`src/rtl/seq_divider.sv`:
```
// Sequential unsigned restoring divider.
// Operands A and B are loaded from a shared bus. A start pulse snapshots them
// and produces one quotient bit per clock. Quotient and remainder are reported
// together with a one-cycle done pulse. When B is zero the divider skips the
// iterations and reports quotient = all ones, remainder = A and div_by_zero.
module seq_divider #(
    parameter int WIDTH = 8
) (
    input  logic             clk,
    input  logic             resetn,
    input  logic [WIDTH-1:0] data_in,
    input  logic             load_a,
    input  logic             load_b,
    input  logic             start,
    output logic             busy,
    output logic             done,
    output logic             div_by_zero,
    output logic [WIDTH-1:0] quotient,
    output logic [WIDTH-1:0] remainder,
    output logic [WIDTH-1:0] op_a,
    output logic [WIDTH-1:0] op_b
);

    localparam int CW = (WIDTH > 2) ? $clog2(WIDTH) : 1;

    // S_ZERO is the single non-busy cycle that publishes a divide-by-zero result
    localparam logic [1:0] S_IDLE = 2'd0;
    localparam logic [1:0] S_CALC = 2'd1;
    localparam logic [1:0] S_DONE = 2'd2;
    localparam logic [1:0] S_ZERO = 2'd3;

    localparam logic [CW-1:0] LAST_BIT = CW'(WIDTH - 1);

    logic [1:0]       state_q,     state_d;
    logic [WIDTH-1:0] a_q,         a_d;
    logic [WIDTH-1:0] b_q,         b_d;
    // dvd_q shifts dividend bits out of its MSB and quotient bits into its LSB
    logic [WIDTH-1:0] dvd_q,       dvd_d;
    logic [WIDTH-1:0] dvs_q,       dvs_d;
    logic [WIDTH-1:0] rem_q,       rem_d;
    logic [CW-1:0]    cnt_q,       cnt_d;
    logic [WIDTH-1:0] quotient_q,  quotient_d;
    logic [WIDTH-1:0] remainder_q, remainder_d;
    logic             dbz_q,       dbz_d;

    // One restoring step: the shifted partial remainder is WIDTH+1 bits wide
    logic [WIDTH:0]   rem_shift;
    logic [WIDTH:0]   rem_diff;
    logic             q_bit;
    logic [WIDTH-1:0] rem_next;
    logic [WIDTH-1:0] quo_next;

    // Restoring iteration datapath
    always_comb begin
        rem_shift = {rem_q, dvd_q[WIDTH-1]};
        rem_diff  = rem_shift - {1'b0, dvs_q};
        // A set top bit means rem_shift already exceeds any WIDTH-bit divisor;
        // otherwise bit WIDTH of the difference is the borrow.
        q_bit     = rem_shift[WIDTH] | ~rem_diff[WIDTH];
        rem_next  = q_bit ? rem_diff[WIDTH-1:0] : rem_shift[WIDTH-1:0];
        quo_next  = {dvd_q[WIDTH-2:0], q_bit};
    end

    // Next-state logic for the FSM, operand registers and result registers
    always_comb begin
        // NOTE: every register defaults to its current value so no path through
        // the case statement leaves a signal unassigned and infers a latch.
        state_d     = state_q;
        a_d         = a_q;
        b_d         = b_q;
        dvd_d       = dvd_q;
        dvs_d       = dvs_q;
        rem_d       = rem_q;
        cnt_d       = cnt_q;
        quotient_d  = quotient_q;
        remainder_d = remainder_q;
        dbz_d       = dbz_q;

        // Operand loads happen in any state; the working copies are separate
        if (load_a) a_d = data_in;
        if (load_b) b_d = data_in;

        case (state_q)
            S_IDLE: begin
                if (start) begin
                    dvd_d   = a_q;
                    dvs_d   = b_q;
                    rem_d   = '0;
                    cnt_d   = '0;
                    state_d = (b_q == '0) ? S_ZERO : S_CALC;
                end
            end
            S_CALC: begin
                dvd_d = quo_next;
                rem_d = rem_next;
                cnt_d = cnt_q + 1'b1;
                if (cnt_q == LAST_BIT) begin
                    quotient_d  = quo_next;
                    remainder_d = rem_next;
                    dbz_d       = 1'b0;
                    state_d     = S_DONE;
                end
            end
            S_ZERO: begin
                quotient_d  = '1;
                remainder_d = dvd_q;
                dbz_d       = 1'b1;
                state_d     = S_DONE;
            end
            default: begin
                state_d = S_IDLE;
            end
        endcase
    end

    // State and datapath registers with asynchronous active-low reset
    always_ff @(posedge clk or negedge resetn) begin
        if (!resetn) begin
            state_q     <= S_IDLE;
            a_q         <= '0;
            b_q         <= '0;
            dvd_q       <= '0;
            dvs_q       <= '0;
            rem_q       <= '0;
            cnt_q       <= '0;
            quotient_q  <= '0;
            remainder_q <= '0;
            dbz_q       <= 1'b0;
        end else begin
            // NOTE: non-blocking assignments so all registers update from the
            // same pre-edge values regardless of statement order.
            state_q     <= state_d;
            a_q         <= a_d;
            b_q         <= b_d;
            dvd_q       <= dvd_d;
            dvs_q       <= dvs_d;
            rem_q       <= rem_d;
            cnt_q       <= cnt_d;
            quotient_q  <= quotient_d;
            remainder_q <= remainder_d;
            dbz_q       <= dbz_d;
        end
    end

    assign busy        = (state_q == S_CALC);
    assign done        = (state_q == S_DONE);
    assign div_by_zero = dbz_q;
    assign quotient    = quotient_q;
    assign remainder   = remainder_q;
    assign op_a        = a_q;
    assign op_b        = b_q;

endmodule

```
`config.mk`:
```
export PLATFORM = sky130hd
export DESIGN_NAME = seq_divider
export DESIGN_NICKNAME = d
export VERILOG_FILES = /design/src/rtl/seq_divider.sv
export SDC_FILE = /design/constraint.sdc
export NUM_CORES = 1
export LEC_CHECK = 0
export ABC_AREA = 0
export BUFFER_PORTS_ARGS = -buffer_cell sky130_fd_sc_hd__buf_2
export CAP_MARGIN = 5
export CORE_ASPECT_RATIO = 1.1
export CORE_UTILIZATION = 40
export CTS_BUF_LIST = sky130_fd_sc_hd__clkbuf_8 sky130_fd_sc_hd__clkbuf_16
export DETAILED_ROUTE_END_ITERATION = 8
export GPL_ROUTABILITY_DRIVEN = 0
export GPL_TIMING_DRIVEN = 1
export PLACE_DENSITY = 0.7
export SETUP_SLACK_MARGIN = 0.02
export SYNTH_ARGS = -nofsm -noshare
export SYNTH_HDL_FRONTEND = slang
export SYNTH_SLANG_ARGS = --single-unit
```
`constraint.sdc`:
```
create_clock -name clk -period 3.48 [get_ports clk]
set_input_delay 0.87 -clock clk [delete_from_list [all_inputs] [get_ports clk]]
set_output_delay 0.87 -clock clk [all_outputs]
set_load 0.05 [all_outputs]
```
After elaboration in Yosys (flattened, before gate mapping)
Cells that the tools add are included.

word-level totals
  RAM bits = 0
  latch bits = 0
  memories kept = 0
  logic and storage cells = 45
  memory bits (read-only) = 0
  output and inout bits = 35
  bits of input ports = 13
  bits in registers = 62

cells by class
  divide/modulo/power cells = 0
  multipliers = 0
  mux-type cells = 17
  add/sub/neg operators = 2
  reduce and logical (&&, ||, !) cells = 8
  magnitude comparators = 0
  equality and inequality tests = 6
  shift operators = 0
  bitwise gates (word level) = 2

operators by type and width
  operator                                              count
  one-hot mux 8 bit (2 select lines)                    4
  2-to-1 mux 8 bit                                      5
  subtractor 9 x 8 -> 9 bit                             1
  zero test 8 bit                                       1
  AND reduction 2 bit                                   4
  2-to-1 mux 2 bit                                      3
  one-hot mux 2 bit (3 select lines)                    1
  one-hot mux 3 bit (2 select lines)                    1
  equality test 2 bit (second input constant)           2
  nonzero test 2 bit                                    2
  adder 3 x 1 -> 3 bit (second input constant)          1
  equality test 3 bit (second input constant)           1
  2-to-1 mux 3 bit                                      1
  equality test 2 x 1 -> 1 bit (second input constant)  1
  zero test 2 bit                                       1
  != test 2 x 1 -> 1 bit (second input constant)        1
  != test 2 bit (second input constant)                 1
  one-hot mux 1 bit (2 select lines)                    1
  2-to-1 mux 1 bit                                      1
  NOT 1 bit                                             1
  bitwise OR 1 bit                                      1

Depth between registers and ports, before layout
Gate-level depths: netlist (run 1).

  depth in word-level cells = 6
  gate-level depth with buffers = 11
  depth with buffers taken out = 9

Worst setup path after synthesis (run 1)
Ideal clock, no wire load.

  path type = reg2out
  start = register state_q[1]
  end = output done
  data arrival time = 1370 ps
  setup slack = 1240 ps
  stages on the path, launching flop included = 3
  required time = 2610 ps
  cell sequence = dfrtp_1 clkbuf_1 nor2b_1

on the way
  longest elaborated chain between the ends = 1

RTL lines
  element                 RTL line  RTL
  start, declared         34        logic [1:0] state_q, state_d;
  start signal, assigned  132       state_q <= state_d;
  equality test 2 bit     146       assign done = (state_q == S_DONE);
  end, declared           16        output logic done,

Every way passes these cells.

Worst setup path in the final report (run 1)
  start = register state_q[0]
  end = output busy

on the way
  longest elaborated chain between the ends = 1

RTL lines
  element                       RTL line  RTL
  equality test 2 x 1 -> 1 bit  145       assign busy = (state_q == S_CALC);
  end, declared                 15        output logic busy,

Every way passes these cells.

==> results of run 1 <==
-- cell families (layout without fill, tap and decap cells) --
| logic type | count (synthesis) | count (layout) | synth area share |
|---|---|---|---|
| adders and majority gates | 11 | 11 | 0.0484 |
| xor gates and xnor gates | 3 | 3 | 0.00877 |
| buffers and inverters | 30 | 77 | 0.0426 |
| muxes | 21 | 21 | 0.0768 |
| and+or+nand+nor | 75 | 75 | 0.113 |
| DFF | 62 | 62 | 0.518 |
| AOI/OAI and AO/OA | 86 | 86 | 0.193 |
-- worst reg2reg max path: stages, from the launching register on --
cell     delay (ns)
dfrtp_1        0.40
inv_1          0.08
ha_1           0.16
inv_1          0.06
fa_1           0.39
nand3_1        0.10
a211o_1        0.19
and2_4         0.28
mux2i_1        0.26
o21ai_0        0.11
-- placed cells by master (no fill, tap or decap), types with 2 or more instances in the layout --
| cell | instances |
|---|---|
| dfrtp_1 | 62 |
| buf_2 | 47 |
| nand2_1 | 37 |
| o21ai_0 | 24 |
| mux2_2 | 16 |
| o22a_1 | 15 |
| inv_1 | 13 |
| nor2_1 | 12 |
| a21oi_1 | 11 |
| ha_1 | 10 |
| a31oi_1 | 9 |
| clkbuf_8 | 9 |
| nand3_1 | 7 |
| and3_1 | 6 |
| a22oi_1 | 6 |
| mux2i_1 | 5 |
| o31ai_1 | 4 |
| clkinv_2 | 4 |
| and2_1 | 3 |
| xnor2_1 | 3 |
| o21ai_1 | 3 |
| a222oi_1 | 3 |
| nor3_1 | 3 |
| a21o_1 | 3 |
| nor2b_1 | 2 |
| o21a_1 | 2 |
| nor4_1 | 2 |
| buf_4 | 2 |
-- worst paths after layout --
path | startpoint | to | slack [ns] | cells after the start
worst max register to register | dvd_q[7] | rem_q[3] | 1.33 | 9
max in group asynchronous | resetn | remainder[1] | 2.29 | 2
min in group asynchronous | resetn | op_b[4] | 0.69 | 2
worst min-delay path | div_by_zero | div_by_zero | 0.48 | 1
worst max-delay path | state_q[0] | busy | 0.99 | 3
worst min register to register | div_by_zero | div_by_zero | 0.48 | 1
-- layout make-up --
cell class,instances,share of cell area
Clock buffer,9,0.0359
Clock inverter,7,0.0167
Inverter,12,0.0130
Multi-Input combinational cell,196,0.382
Sequential cell,62,0.449
Tap cell,85,0.0308
Timing Repair Buffer,49,0.0725
-- registers in the layout, indices dropped and copies added, names as in the netlist --
signal / count
div_by_zero: 1
dvd_q: 8
dvs_q: 8
remainder: 8
op_b: 8
state_q: 2
op_a: 8
cnt_q: 3
quotient: 8
rem_q: 8
-- metrics by stage --
step | cell area [µm²] | utilization | setup slack (ns)
detailed placement | 3270 | 0.459 | 1.32
global route | 3450 | 0.484 | 0.837
floorplan | 3000 | - | 1.24
CTS | 3450 | 0.484 | 0.975
finish | 3450 | 0.484 | 0.993
global placement | 3270 | 0.459 | 1.38
-- per-layer routing --
metal  vias to the layer above  wire [µm]  global-route usage  share of wire
met2                        99       3050               0.280           0.45
met5                         -          0                   0              0
met1                      1156       3170               0.268           0.47
met4                         0         73              0.0551          0.011
li1                       1132          -                   -              -
met3                         9        482              0.0446          0.071
==> results by group, run 1 <==
CTS
  – Clk sinks: 62
  – Source-to-sink clock delay at the later pin of the worst-skew pair: approximately 0.34 ns
  – Maximum buffer depth of the clock tree: 2
  – Number of H-tree levels: 3
  – Number of cells upsized or downsized after cts: 0
  – CTS Root Buffer Type: clkbuf_8
  – Number of post-CTS setup repair buffers: 0
  – TritonCTS clock tree: yes
  – Post-cts hold buffer count: 0
  – Inserted Clock Buffers: 9
  – Clock transition at the registers of the reported paths: roughly 0.070 ns

Timing
  – Total count of max-transition violations in the final report: 0
  – Worst slew pin tran: 0.765 ns
  – Unrepaired setup endpoints after global routing: false
  – Number of failing setup endpoints in the final timing report: 0
  – Final hold violation count: 0
  – Tightest hold margin: 0.478 ns
  – Fraction of the cycle the final worst path needs: 0.715
  – Final sum of negative setup slack: 0 ns
  – Tightest slew margin relative to the limit: 0.490
  – Clock skew: 0.0121 ns
  – Post-layout min period: 2.49 ns
  – Timing-limited maximum frequency: 402 MHz

Logic synthesis
  – Syn Nets: approximately 310
  – Number of warning messages in the yosys log: 0
  – Cell types with the highest counts after synthesis: 62 x dfrtp_1, 37 x nand2_1, 24 x o21ai_0
  – Synthesis-stage register bit count: 62
  – Post-synth EDFFs: 0
  – Cell variety after synth: 37
  – Proportion of synthesized chip area in sequential cells: 0.518
  – Post-synth ARST share: 1.00
  – Summed instance area of the synthesized netlist: 3000 µm²
  – Synth Flop Type: dfrtp_1
  – Top cells by area in the synthesized netlist: dfrtp_1 52%, mux2_2 6.0%, nand2_1 4.6%
  – Area leader, netlist: dfrtp_1
  – Most frequently used cell type in the post-synthesis netlist: dfrtp_1
  – Mean instance size in the synthesized netlist: around 10 µm²
  – Syn Inst Count: 288
  – Fraction of synthesized cell area taken by the top area cell type: 0.518

Global route
  – Number of antenna violations at the first check in global routing: 0
  – Maximum number of pins on one net before global-route repair: 63
  – GRT overflow: 0
  – Gr usage total: 0.187
  – Wire length of the first global-routing pass: about 11 mm
  – Number of global-route vias before repair: about 2,200

Floorplan
  – Die Wd: 84.5 µm
  – Die area: 7840 µm²
  – Die height: between 90 and 100 µm
  – Core Rows: 32
  – Placeable core region: 7130 µm²
  – Starting density of the core: 0.420
  – Boundary Pins: 48

Setup path
  – CP top delay family: flip-flops
  – Ordered list of cells on the worst path: nand2b_1, inv_2, buf_2
  – Crit Path Max Fanout: 15
  – Master of the slowest instance on the critical path: dfrtp_1
  – Worst path required time: 2.61 ns
  – Largest stage delay on the critical path: about 0.60 ns
  – Worst path buffer plus inverter count: 2
  – Critical path class: reg -> out
  – Startpoint type of the worst setup path: flop
  – Critical path arrival: roughly 1.6 ns
  – Category of the worst setup path capture point: output port

Drt
  – Via density per instance: 5.70
  – Count of unresolved DRC violations after routing: 3
  – Average routed wire per standard cell: 16.1 µm
  – TritonRoute pass-1 iters: 7
  – Overall routed net length: just under 7 mm
  – Drt initial violations: 199
  – Post-route antenna net violation count: 0
  – Detailed-route via count: 2,396

Finish
  – Share of final-layout standard cells stronger than drive strength 1: 0.245
  – Fill cell instance count of the final layout: 686
  – Register cell area after layout: 1550 µm²
  – Area added between synthesis and finish: 15.2%
  – Post-layout nets: 354
  – Area of combinational cells with multiple inputs: 1320 µm²
  – ANT cells: 0
  – Fin cells: 420

Placement
  – IO buf count: between 40 and 50
  – Placed wire-length estimate: approximately 4.8 mm
  – Count of placed standard cells including taps: between 400 and 500

Outcome
  – Status: complete, but fails checks
  – Failing checks: design-rule violations

Hold path
  – Worst min path class: reg -> reg

Flow run
  – Count of max-cap constraint violations: 0
Power of run 1 is not shown: default switching activity piles up to over one toggle a cycle in this logic, so the estimate is an artifact.
==> run 2: changes to the inputs <==
ABC_AREA = 1   (was 0)
clock period = 2.6 ns   (was 3.48 ns; I/O delays follow)
==> run 2 against run 1 <==
Effect of this change: the flow now finishes without violations; critical path type is now reg -> reg; critical path depth rose by 9; sequential cell count stayed put; via count is 3.4% higher; clock skew down 0.00058 ns.
==> results by group, run 2 <==
Setup path
  – Critical path class: reg -> reg
  – Worst R2R Setup Slack: between 0.5 and 0.6 ns
  – Critical path arrival: 2.32 ns
  – Worst path required time: 2.83 ns
  – Category of the worst setup path capture point: flop
  – Largest stage delay on the critical path: 0.41 ns
  – Most frequent cell on the critical path: nand2_1
  – Startpoint type of the worst setup path: flop
  – Crit Path Max Fanout: 15
  – Ordered list of cells on the worst path: inv_1, ha_1, inv_1, fa_1, nand2_1, nand2_2, nand3_2, nand3_4, nand2_1, o21ai_2, nand2_1, nand2_1
  – Master of the slowest instance on the critical path: fa_1

Timing
  – Clock skew: 0.0116 ns
  – Tightest hold margin: ~0.34 ns
  – Unrepaired setup endpoints after global routing: false
  – Final hold violation count: 0
  – Total count of max-transition violations in the final report: 0
  – Timing-limited maximum frequency: around 480 MHz
  – Fraction of the cycle the final worst path needs: 0.802
  – Tightest slew margin relative to the limit: 0.555
  – Final sum of negative setup slack: 0 ns
  – Post-layout min period: 2.08 ns
  – Number of failing setup endpoints in the final timing report: 0
  – Worst slew pin tran: 0.668 ns

Logic synthesis
  – Mean instance size in the synthesized netlist: 8.88 µm²
  – Syn Nets: around 370
  – Fraction of synthesized cell area taken by the top area cell type: 0.506
  – Synthesis-stage register bit count: 62
  – Area leader, netlist: dfrtp_1
  – Number of warning messages in the yosys log: 0
  – Synth Flop Type: dfrtp_1
  – Most frequently used cell type in the post-synthesis netlist: nand2_1
  – Top cells by area in the synthesized netlist: dfrtp_1 51%, nand2_1 11%, inv_1 5.8%
  – Proportion of synthesized chip area in sequential cells: 0.506
  – Post-synth ARST share: 1.00
  – Post-synth EDFFs: 0
  – Summed instance area of the synthesized netlist: just over 3000 µm²
  – Syn Inst Count: 345
  – Cell types with the highest counts after synthesis: 92 x nand2_1, 62 x dfrtp_1, 47 x inv_1
  – Cell variety after synth: 34

Drt
  – Drt initial violations: roughly 180
  – Routed metal-1 wire length: 3.10 mm
  – Average routed wire per standard cell: 14.2 µm
  – Detailed-route via count: 2,477
  – Met3 Wirelength: ~300 µm
  – Max layer used: met4
  – TritonRoute pass-1 iters: 4
  – Via density per instance: between 5 and 6
  – Count of unresolved DRC violations after routing: 0
  – Overall routed net length: between 6 and 7 mm
  – Met2 wire length: 3.41 mm
  – Post-route antenna net violation count: 0

Floorplan
  – Die Wd: between 80 and 90 µm
  – Die height: ~94 µm
  – Boundary Pins: 48
  – Die area: 8010 µm²
  – Starting density of the core: 0.412
  – Placeable core region: 7430 µm²
  – Core Rows: 33

Global route
  – Wire length of the first global-routing pass: between 10 and 15 mm
  – Gr usage total: 0.188
  – GRT overflow: 0
  – Number of antenna violations at the first check in global routing: 0
  – Number of global-route vias before repair: between 2,000 and 2,500
  – Maximum number of pins on one net before global-route repair: 36

CTS
  – Number of cells upsized or downsized after cts: 0
  – CTS Root Buffer Type: clkbuf_8
  – TritonCTS clock tree: yes
  – Number of post-CTS setup repair buffers: 0
  – Number of H-tree levels: 3
  – Post-cts hold buffer count: 0
  – Inserted Clock Buffers: 9
  – Maximum buffer depth of the clock tree: 2
  – Source-to-sink clock delay at the later pin of the worst-skew pair: 0.34 ns
  – Clock transition at the registers of the reported paths: 0.07 ns
  – Clk sinks: between 60 and 70

Hold path
  – Worst min path class: in -> async

Power and ir drop
  – Power per standard cell area: 1400 nW/µm²
  – Peak supply drop: 0.674 mV
  – Lkg Pwr: 0.00183 µW

Placement
  – IO buf count: between 40 and 50
  – Count of placed standard cells including taps: 474
  – Placed wire-length estimate: 5.08 mm

Finish
  – Area added between synthesis and finish: 16.8%
  – Share of final-layout standard cells stronger than drive strength 1: 0.236
  – Most frequent cells in the layout: 92 x nand2_1, 62 x dfrtp_1, 48 x inv_1, 47 x buf_2, 24 x o21ai_0
  – ANT cells: 0
  – Most common cell after layout, fill and taps aside: nand2_1
  – Post-layout nets: 422
  – Fin cells: 490
  – Fin util: 0.481

Flow run
  – Count of max-cap constraint violations: 0

Outcome
  – Status: finished clean
-- run 2: layout make-up --
type                    count  area [µm²]
well taps                  87         109
fillers                   716        3850
repair buffers             52         285
clock inverters             5        48.8
clock buffers              11         151
flip-flops and latches     62        1550
multi-input cells         224        1250
inverters                  49         184
-- run 2: worst paths after layout --
path | start | to | depth (start not counted)
worst max-delay path | dvd_q[7] | rem_q[4] | 12
worst min-delay path | resetn | quotient[0] | 1
worst max register to register | dvd_q[7] | rem_q[4] | 12
worst min register to register | div_by_zero | div_by_zero | 2
max in group asynchronous | resetn | dvs_q[5] | 2
min in group clk | div_by_zero | div_by_zero | 2
-- run 2: worst max-delay path, delay by kind of cell, from the launching register on --
family	cells	cell delay (ns)
adder cells (fa/ha/maj)	2	0.56
AO/OA/AOI/OAI	1	0.07
flip-flops	1	0.40
buffers and inverters	2	0.16
AND/OR/NAND/NOR	7	0.78
-- run 2: cells by family after synthesis --
| kind of cell | synth area share |
|---|---|
| XOR/XNOR | 0.00858 |
| flip-flops | 0.506 |
| multiplexers | 0.0257 |
| AND/OR/NAND/NOR | 0.201 |
| AO/OA/AOI/OAI | 0.125 |
| adder cells (fa/ha/maj) | 0.0474 |
| buffers and inverters | 0.0862 |
-- run 2: through the flow --
stage | setup slack [ns] | power [µW] | cell area [µm²]
2_1_floorplan | 0.728 | 3650 | 3060
3_3_place_gp | 0.628 | 4120 | 3380
3_5_place_dp | 0.532 | 4170 | 3380
4_1_cts | 0.525 | 5040 | 3580
5_1_grt | 0.383 | 5410 | 3580
6_report | 0.516 | 5010 | 3580
-- run 2: metal layers --
metal  track usage  up-vias
met3        0.0554       13
li1              -     1221
met5             0        -
met2         0.301       63
met4        0.0875        0
met1         0.235     1180
-- run 2: power breakdown --
group | switching (µW) | total (µW) | internal, µW
clock network | 362 | 849 | 486
logic | 1850 | 2700 | 853
registers | 196 | 1460 | 1270
total | 2410 | 5010 | 2610
No activity file was read; power rests on OpenSTA's default activity.
==> run 3: changes to the inputs <==
clock period = 2.01 ns   (was 2.6 ns; I/O delays follow)
==> run 3 against run 2 <==
Effect of this change: clock skew hardly changed; die area stayed put; sequential cell count stayed put; sequential share of layout area is 1.3 points lower; hold slack worse by 0.18 ns; fmax is 6.5% higher; critical path depth stayed put; critical path type unchanged; largest power group unchanged; highest routed layer unchanged.
==> results by group, run 3 (synthesis results as in run 2) <==
Outcome
  – Status: finished clean

Timing
  – Number of failing setup endpoints in the final timing report: 0
  – Fraction of the cycle the final worst path needs: 0.974
  – Worst slew pin tran: 0.353 ns
  – Post-layout min period: roughly 2.0 ns
  – Clock skew: 0.0119 ns
  – Tightest slew margin relative to the limit: 0.764
  – Total count of max-transition violations in the final report: 0
  – Minimum setup slack in the final design: 0.0525 ns
  – Final hold violation count: 0
  – Final sum of negative setup slack: 0 ns
  – Timing-limited maximum frequency: a little over 500 MHz
  – Unrepaired setup endpoints after global routing: true

Floorplan
  – Die height: 93.8 µm
  – Placeable core region: 7430 µm²
  – Die Wd: 85.5 µm
  – Core Rows: 33
  – Die area: between 8000 and 9000 µm²
  – Starting density of the core: 0.412
  – Boundary Pins: 48

CTS
  – Number of H-tree levels: 3
  – Inserted Clock Buffers: 9
  – Clock transition at the registers of the reported paths: 0.08 ns
  – Clk sinks: 62
  – TritonCTS clock tree: yes
  – Post-cts hold buffer count: 0
  – CTS Root Buffer Type: clkbuf_8
  – Source-to-sink clock delay at the later pin of the worst-skew pair: 0.34 ns
  – Maximum buffer depth of the clock tree: 2

Drt
  – Detailed-route via count: between 2,000 and 3,000
  – Drt initial violations: 135
  – Overall routed net length: just over 7 mm
  – Via density per instance: 5.13
  – Average routed wire per standard cell: 14.4 µm
  – TritonRoute pass-1 iters: 4
  – Count of unresolved DRC violations after routing: 0
  – Post-route antenna net violation count: 0

Finish
  – Most frequent cells in the layout: 88 x nand2_1, 62 x dfrtp_1, 47 x buf_2, 46 x inv_1, 24 x o21ai_0
  – Area added between synthesis and finish: 20.4%
  – Most common cell after layout, fill and taps aside: nand2_1
  – Share of final-layout standard cells stronger than drive strength 1: 0.273
  – Post-layout nets: 430
  – ANT cells: 0

Global route
  – Maximum number of pins on one net before global-route repair: 63
  – GRT overflow: 0
  – Number of antenna violations at the first check in global routing: 0
  – Gr usage total: 0.195
  – Number of global-route vias before repair: 2,509
  – Wire length of the first global-routing pass: 11.9 mm

Setup path
  – Category of the worst setup path capture point: flop
  – Crit Path Max Fanout: 8
  – CP top delay family: simple AND/OR/NAND/NOR gates
  – Worst R2R Setup Slack: 0.05 ns
  – Reg-to-reg startpoint: dvd_q[7]
  – Total number of cells along the worst setup path: 12
  – Critical path origin: dvd_q[7]
  – Critical path arrival: 2.19 ns
  – R2R Path End: remainder[6]
  – Worst setup endpoint: remainder[6]
  – Worst path buffer plus inverter count: 2
  – Ordered list of cells on the worst path: inv_2, ha_2, inv_2, fa_2, nand2_2, nand2_4, nand3_4, nand3_4, nand3_2, nand2_2, nand2_1, nand2_1
  – Startpoint type of the worst setup path: flop
  – Cell count of the worst reg-to-reg path: 12
  – Critical path class: reg -> reg
  – Largest stage delay on the critical path: 0.40 ns
  – Master of the slowest instance on the critical path: fa_2
  – Worst path required time: 2.25 ns

Placement
  – Placed wire-length estimate: 5.18 mm
  – Pre-CTS setup slack: -0.0177 ns
  – IO buf count: 47

Power and ir drop
  – Peak supply drop: 1.03 mV
  – Lkg Pwr: 0.00187 µW
  – Power per standard cell area: between 1500 and 2000 nW/µm²

Flow run
  – Count of max-cap constraint violations: 0

Hold path
  – Worst min path class: in -> async
==> run 3: cell count changes in the layout (fill, tap and decap cells not counted), moves of 2 or more <==
cell / before / now
clkbuf_8: 11 / 9
buf_4: 4 / 11
nand2_1: 92 / 88
inv_2: 2 / 4
inv_1: 48 / 46
nand2_4: 0 / 2
ha_1: 10 / 8
nand2_2: 5 / 7
nand3_4: 1 / 3
==> run 3: worst min path at each step <==
| stage | from | end | slack, ns |
|---|---|---|---|
| floorplan | resetn | cnt_q[0] | 0.21 |
| global placement | div_by_zero | div_by_zero | 0.46 |
| detailed placement | div_by_zero | div_by_zero | 0.46 |
| CTS | resetn | quotient[0] | 0.17 |
| global route | resetn | quotient[6] | 0.18 |
| finish | resetn | quotient[4] | 0.16 |
==> run 3: worst reg2reg max path, delay by kind of cell (launching register included) <==
family        cells  cell delay, ns
buf+inv           2            0.13
fa+ha+maj         2            0.58
flops             1            0.39
simple gates      8            0.77
==> run 3: repair_timing <==
action / 4_1_cts / 5_1_grt
gates cloned: 1 / 0
setup endpoints to repair: 14 / 18
pin swaps: 1 / 6
gates resized for setup: 1 / 13
setup buffers: 0 / 4
==> run 3: layout make-up <==
cell class                      count  area, µm²
Fill cell                         712       3740
Sequential cell                    62       1550
Multi-Input combinational cell    225       1320
Timing Repair Buffer               59        338
Inverter                           49        184
Clock buffer                        9        124
Tap cell                           87        109
Clock inverter                      7       65.1
==> run 3: report_power, final <==
group | total [µW] | switching (µW) | internal (µW) | leakage [µW]
Sequential | 1900 | 260 | 1640 | 0.000747
Clock | 1060 | 493 | 565 | 0.000101
Combinational | 3870 | 2570 | 1300 | 0.00102
==> run 3: through the flow <==
stage / hold slack (ns) / instance area (µm²) / utilization / power [µW] / instances
after global placement: 0.456 / 3400 / 0.458 / 5350 / 477
after detailed placement: 0.464 / 3400 / 0.458 / 5430 / 477
after CTS: 0.173 / 3610 / 0.485 / 6560 / 494
after global routing: 0.177 / 3690 / 0.496 / 7420 / 498
final: 0.161 / 3690 / 0.496 / 6830 / 498
after floorplan: 0.207 / 3060 / - / 4720 / 345
==> run 3: metal layers <==
metal  track usage  vias up  wire [µm]
met1         0.251     1238       3110
met2         0.317       70       3560
met5             0        -          0
li1              -     1233          -
met3        0.0369       13        363
met4        0.0944        0        155
